### config.mk
export PLATFORM = sky130hd
export DESIGN_NAME = phase_accumulator_ser
export DESIGN_NICKNAME = d
export VERILOG_FILES = /design/src/rtl/phase_accumulator_ser.sv
export SDC_FILE = /design/constraint.sdc
export NUM_CORES = 1
export LEC_CHECK = 0
export ABC_CLOCK_PERIOD_IN_PS = 4300
export CAP_MARGIN = 20
export CORE_MARGIN = 3
export CORE_UTILIZATION = 55
export DETAILED_ROUTE_END_ITERATION = 10
export PLACE_DENSITY = 0.87
export SLEW_MARGIN = 10
export SYNTH_ARGS = -nofsm -noshare
export SYNTH_HDL_FRONTEND = slang
export SYNTH_SLANG_ARGS = --single-unit
### constraint.sdc
create_clock -name i_clk -period 4.3 [get_ports i_clk]
set_input_delay 0.86 -clock i_clk [delete_from_list [all_inputs] [get_ports i_clk]]
set_output_delay 0.86 -clock i_clk [all_outputs]
set_load 0.02 [all_outputs]
### src/rtl/phase_accumulator_ser.sv
// phase_accumulator_ser: NCO phase accumulator that serialises a quadrant-folded phase word for a serial sine lookup.
// Latency: one frame is NCH+1 cycles; a frame's phase word is computed on the boundary edge that opens it.
// Backpressure: none; runs freely while i_en is high, and i_en low aborts the frame and clears the datapath.
//
// Ports:
//   i_clk    rising-edge clock
//   i_rst_n  asynchronous active-low reset
//   i_en     run enable (low = synchronous clear/hold)
//   i_fcw    frequency control word, captured into the shadow on i_upd
//   i_poff   phase offset, captured into the shadow on i_upd
//   i_upd    shadow capture strobe
//   o_pend   shadow update waiting for a frame boundary
//   o_vld    boundary slot (slot NCH) indicator
//   o_aout   serial phase chunk, LSB chunk first
//   o_isout  sign-invert flag for the current frame
//   o_wrap   one-cycle pulse when the accumulator carried out
// Optional: define PHACC_DITHER_EN to add 16-bit LFSR dither ahead of phase truncation.
module phase_accumulator_ser #(
  parameter int ACC_W   = 20,
  parameter int PH_W    = 12,
  parameter int CHUNK_W = 2
) (
  input  logic               i_clk,
  input  logic               i_rst_n,
  input  logic               i_en,
  input  logic [ACC_W-1:0]   i_fcw,
  input  logic [PH_W-1:0]    i_poff,
  input  logic               i_upd,
  output logic               o_pend,
  output logic               o_vld,
  output logic [CHUNK_W-1:0] o_aout,
  output logic               o_isout,
  output logic               o_wrap
);

  localparam int NCH = PH_W / CHUNK_W;
  localparam int SW  = $clog2(NCH + 1);
  localparam logic [SW-1:0] SLOT_LAST = SW'(NCH);
  localparam logic [SW-1:0] SLOT_INIT = SW'(NCH - 1);

  logic [SW-1:0]    r_slot;
  logic [ACC_W-1:0] r_acc;
  logic [PH_W-1:0]  r_atmp;
  logic [ACC_W-1:0] r_fcw_act;
  logic [PH_W-1:0]  r_poff_act;
  logic [ACC_W-1:0] r_fcw_sh;
  logic [PH_W-1:0]  r_poff_sh;
  logic             r_isout;
  logic             r_wrap;
  logic             r_pend;

  logic             w_bnd;
  logic [ACC_W-1:0] w_dith;
  logic [ACC_W-1:0] w_sum;
  logic [PH_W-1:0]  w_p;
  logic [1:0]       w_q;
  logic [PH_W-1:0]  w_fold;
  logic [ACC_W:0]   w_acc_add;
  logic [CHUNK_W-1:0] w_aout;

  // Boundary edge: the clock edge that ends slot NCH while running.
  assign w_bnd = i_en && (r_slot == SLOT_LAST);

`ifdef PHACC_DITHER_EN
  logic [15:0] r_lfsr;
  logic        w_fb;

  // Fibonacci LFSR, taps 16,14,13,11.
  assign w_fb = r_lfsr[15] ^ r_lfsr[13] ^ r_lfsr[12] ^ r_lfsr[10];

  always_ff @(posedge i_clk or negedge i_rst_n) begin
    if (!i_rst_n) begin
      r_lfsr <= 16'hACE1;
    end else if (!i_en) begin
      r_lfsr <= 16'hACE1;
    end else if (w_bnd) begin
      r_lfsr <= {r_lfsr[14:0], w_fb};
    end
  end

  // Dither only touches the bits discarded by truncation.
  if (ACC_W > PH_W) begin : g_dith
    assign w_dith = {{PH_W{1'b0}}, r_lfsr[ACC_W-PH_W-1:0]};
  end else begin : g_nodith
    assign w_dith = '0;
  end
`else
  assign w_dith = '0;
`endif

  // Phase truncation plus offset, both wrapping modulo their widths.
  assign w_sum     = r_acc + w_dith;
  assign w_p       = w_sum[ACC_W-1 -: PH_W] + r_poff_act;
  assign w_q       = w_p[PH_W-1 -: 2];
  assign w_acc_add = {1'b0, r_acc} + {1'b0, r_fcw_act};

  // Quadrant fold: quadrants 1 and 2 are mirrored so the lookup only
  // needs to cover half a period; ISout carries the sign.
  always_comb begin
    w_fold = w_p;
    case (w_q)
      2'b01:   w_fold = {2'b11, w_p[PH_W-3:0]};
      2'b10:   w_fold = {2'b00, w_p[PH_W-3:0]};
      default: w_fold = w_p;
    endcase
  end

  // Chunk select; the boundary slot (and any unused code) reads as zero.
  always_comb begin
    w_aout = '0;
    for (int k = 0; k < NCH; k++) begin
      if (r_slot == SW'(k)) begin
        w_aout = r_atmp[k*CHUNK_W +: CHUNK_W];
      end
    end
  end

  // Shadow registers follow i_upd regardless of i_en.
  always_ff @(posedge i_clk or negedge i_rst_n) begin
    if (!i_rst_n) begin
      r_fcw_sh  <= '0;
      r_poff_sh <= '0;
    end else if (i_upd) begin
      r_fcw_sh  <= i_fcw;
      r_poff_sh <= i_poff;
    end
  end

  always_ff @(posedge i_clk or negedge i_rst_n) begin
    if (!i_rst_n) begin
      r_slot     <= SLOT_INIT;
      r_acc      <= '0;
      r_atmp     <= '0;
      r_fcw_act  <= '0;
      r_poff_act <= '0;
      r_isout    <= 1'b0;
      r_wrap     <= 1'b0;
      r_pend     <= 1'b0;
    end else if (!i_en) begin
      // Idle: active values track the shadow directly, nothing pending.
      r_slot     <= SLOT_INIT;
      r_acc      <= '0;
      r_atmp     <= '0;
      r_wrap     <= 1'b0;
      r_fcw_act  <= r_fcw_sh;
      r_poff_act <= r_poff_sh;
      r_pend     <= 1'b0;
    end else begin
      r_slot <= (r_slot == SLOT_LAST) ? '0 : r_slot + SW'(1);
      r_wrap <= 1'b0;
      // A fresh capture always leaves a pending transfer, even on the
      // boundary edge, so the new values land one frame later.
      if (i_upd) begin
        r_pend <= 1'b1;
      end else if (w_bnd) begin
        r_pend <= 1'b0;
      end
      if (w_bnd) begin
        r_atmp  <= w_fold;
        r_isout <= w_q[1] ^ w_q[0];
        r_acc   <= w_acc_add[ACC_W-1:0];
        r_wrap  <= w_acc_add[ACC_W];
        if (r_pend && !i_upd) begin
          r_fcw_act  <= r_fcw_sh;
          r_poff_act <= r_poff_sh;
        end
      end
    end
  end

  assign o_pend  = r_pend;
  assign o_vld   = (r_slot == SLOT_LAST);
  assign o_aout  = w_aout;
  assign o_isout = r_isout;
  assign o_wrap  = r_wrap;

endmodule

==> qor.csv <==
stage;metric;value;unit
worst_setup_path;worst r2r src;r_slot[1];
cells_and_area;fraction of layout cells with a size suffix above 1;0.181;
clock_network;Clk pin slew, worst setup/hold paths;90;ps
worst_setup_path;critical path cell sequence;and2_1 -> ha_1 -> a21oi_1 -> o221ai_1 -> clkdlybuf4s50_1;
worst_setup_path;data arrival time of the critical path;2360;ps
floorplanning;Die ar.;10900;sq um
clock_network;insertion delay to the later sink of the worst-skew pair;360;ps
global_routing;global-route usage over all layers;0.205;
timing;worst-margin pin slew;1000;ps
run;max cap viols;0;
worst_setup_path;reg2reg setup slack;1430;ps
clock_network;CTS tree;built;
clock_network;Clock Path Buffers;2;
global_routing;global-route wire length before repair;18300;microns
global_routing;global route total overflow;0;
timing;Final Hold Viols;0;
clock_network;H-tree level count;3;
route;vias per cell;5.79;
synth;FFs w/ async S/R, synth;1.00;
floorplanning;Row Count;35;
clock_network;Setup Fix Bufs, Post-CTS;0;
worst_setup_path;Critical Path Source Type;flop;
worst_setup_path;Worst path slowest cell;dfstp_2;
outcome;status;completed;
global_routing;pin count of the biggest net entering global routing;38;
route;post-route ant nets;0;
route;Pre-antenna DRT Iters;5;
timing;minimum clock period;3220;ps
timing;Max Slew Vio Count;0;
power_and_ir_drop;Power per Cell Area;369;nW/um^2
placement;GPL Wtd Cong;0.928;
synth;Syn Area/Cell;11.0;sq um
clock_network;Root Buffer;clkbuf_8;
clock_network;clk sinks;101;
timing;headroom to the max-slew limit;0.330;
synth;Syn Nets;554;
floorplanning;initial core utilization;0.572;
clock_network;Post-CTS Hold Buffers;0;
cells_and_area;Final #Nets;596;
synth;Post-synth EDFFs;0;
route;starting DRC count in detailed routing;218;
hold_path;path type of the worst min-delay path;input port to asynchronous set/reset pin;
floorplanning;Core ar.;9330;sq um
route;routed length per instance;16.4;microns
timing;final setup fails;0;
worst_setup_path;R2R Path End;r_fcw_act[16];
synth;Netlist cell types;51;
route;via count;3816;
route;Routed WL;10800;microns
worst_setup_path;CP Class;flop to output port;
timing;final hold slack;451;ps
placement;Port-buffer cells;41;
cells_and_area;Area Overhead vs Synth;13.9;%
timing;FMAX;311;MHz
worst_setup_path;Worst EP required;3440;ps
floorplanning;Die Wd;105;microns
synth;synthesized area;5340;sq um
global_routing;vias in the first global route;3829;
cells_and_area;antenna cells;0;
power_and_ir_drop;Lkg Pwr;2.68;nW
global_routing;antenna violations before repair;0;
timing;Final Skew;9.40;ps
timing;Tcrit/Tclk final;0.748;
worst_setup_path;delay of the slowest cell on the worst path;640;ps
synth;ys flop type;dfrtp_1;
worst_setup_path;cells on worst reg2reg path;6;
synth;warnings from Yosys;0;
synth;Post-Syn Instances;484;
clock_network;cts bufs inserted;9;
worst_setup_path;crit-path max FO;8;
worst_setup_path;nature of the critical path endpoint;output port;
clock_network;cts repair resizes;0;
floorplanning;Die H;105;microns
placement;Detailed Place HPWL;7900;microns
synth;sequential share of the synthesized area;0.474;
floorplanning;# IOs;42;
synth;#FFs+latches synth;101;
timing;RSZ-0062 raised after global routing;no;
power_and_ir_drop;peak supply drop;0.185;mV
timing;Total Negative Setup Slacks;0;ps
route;drc violations;0;
power_and_ir_drop;PnR Total Power;0.00225;W
[per-layer routing]
metal	vias to the layer above	part of all wire	GRT usage
met5	-	0	0
met4	0	0.015	0.0560
met3	16	0.051	0.0348
met2	117	0.49	0.338
met1	1857	0.45	0.282
li1	1826	-	-
[stage by stage]
step,cell area [sq um],worst slack (ps),util,cells
global route,6080,978,0.652,659
floorplan,5340,1790,-,484
detailed placement,5870,1210,0.630,644
finish,6080,1080,0.652,659
global placement,5870,1280,0.630,644
CTS,6080,1060,0.652,659
[power by group]
group          switching (W)  internal, W
Sequential         0.0000705      0.00105
Clock               0.000323     0.000302
Combinational       0.000254     0.000247
Total               0.000647      0.00160
[worst max-delay path by stage]
stage              start  depth (start not counted)            end  slack, ps
3_3_place_gp       i_upd                          5  r_poff_act[7]       1280
5_1_grt        r_slot[0]                          7      o_aout[0]        980
6_report       r_slot[0]                          5      o_aout[0]       1080
4_1_cts        r_slot[0]                          6      o_aout[0]       1060
3_5_place_dp       i_upd                          5  r_fcw_act[16]       1210
2_1_floorplan  r_slot[0]                          5      o_aout[0]       1790
[flip-flops by register name (all words and copies together), names as in the netlist]
| name | flops |
|---|---|
| o_wrap | 1 |
| r_acc | 20 |
| r_fcw_act | 20 |
| r_fcw_sh | 20 |
| o_isout | 1 |
| r_poff_act | 12 |
| r_atmp | 11 |
| r_poff_sh | 12 |
| o_pend | 1 |
| r_slot | 3 |
[cells in the final DEF (no fill, tap or decap), types with 11 or more instances in the layout]
cell,count
a21oi_1,40
clkbuf_8,11
clkdlybuf4s50_1,40
dfrtp_1,99
ha_1,32
mux2_2,63
nand2_1,41
nand3_1,18
nor2_1,30
o21ai_0,25
xnor2_1,15
[critical path: cells and delay by family (launching register included)]
family	cells	cell delay (ps)
adder cells (fa/ha/maj)	1	250
AND/OR/NAND/NOR	1	170
buffers and inverters	1	640
flip-flops	1	640
AO/OA/AOI/OAI	2	300
[cell usage after synthesis (all sizes together), types with 4 or more instances]
master / instances / area share
o21ai: 27 / 0.025
xor2: 7 / 0.011
dfrtp: 99 / 0.46
inv: 10 / 0.0070
clkbuf: 9 / 0.0063
a21o: 8 / 0.011
ha: 32 / 0.075
a31oi: 5 / 0.0087
a211oi: 6 / 0.0084
nand3: 18 / 0.017
nor3: 4 / 0.0038
nor2: 30 / 0.021
buf: 8 / 0.010
nor2b: 4 / 0.0047
xnor2: 15 / 0.025
a21oi: 41 / 0.039
mux2: 63 / 0.13
nand2: 41 / 0.029
nand2b: 7 / 0.0082
mux2i: 9 / 0.017
o21a: 4 / 0.0056
[kinds of logic (layout without fill, tap and decap cells)]
| logic type | count (synthesis) | count (layout) | share of synthesized area |
|---|---|---|---|
| DFF | 101 | 101 | 0.474 |
| muxes | 72 | 72 | 0.150 |
| adders and majority gates | 34 | 34 | 0.0825 |
| buffers and inverters | 28 | 74 | 0.0253 |
| AOI/OAI and AO/OA | 109 | 109 | 0.128 |
| xor gates and xnor gates | 23 | 23 | 0.0403 |
| and+or+nand+nor | 117 | 117 | 0.100 |
[cell type report]
class | instances | area (sq um)
clock buffer | 11 | 151
fill | 715 | 3250
tap | 129 | 161
multi-input combinational | 355 | 2680
sequential | 101 | 2530
clock inverter | 4 | 55.1
inverter | 10 | 37.5
timing repair buffer | 49 | 468
Power figures use the tool's default switching activity.
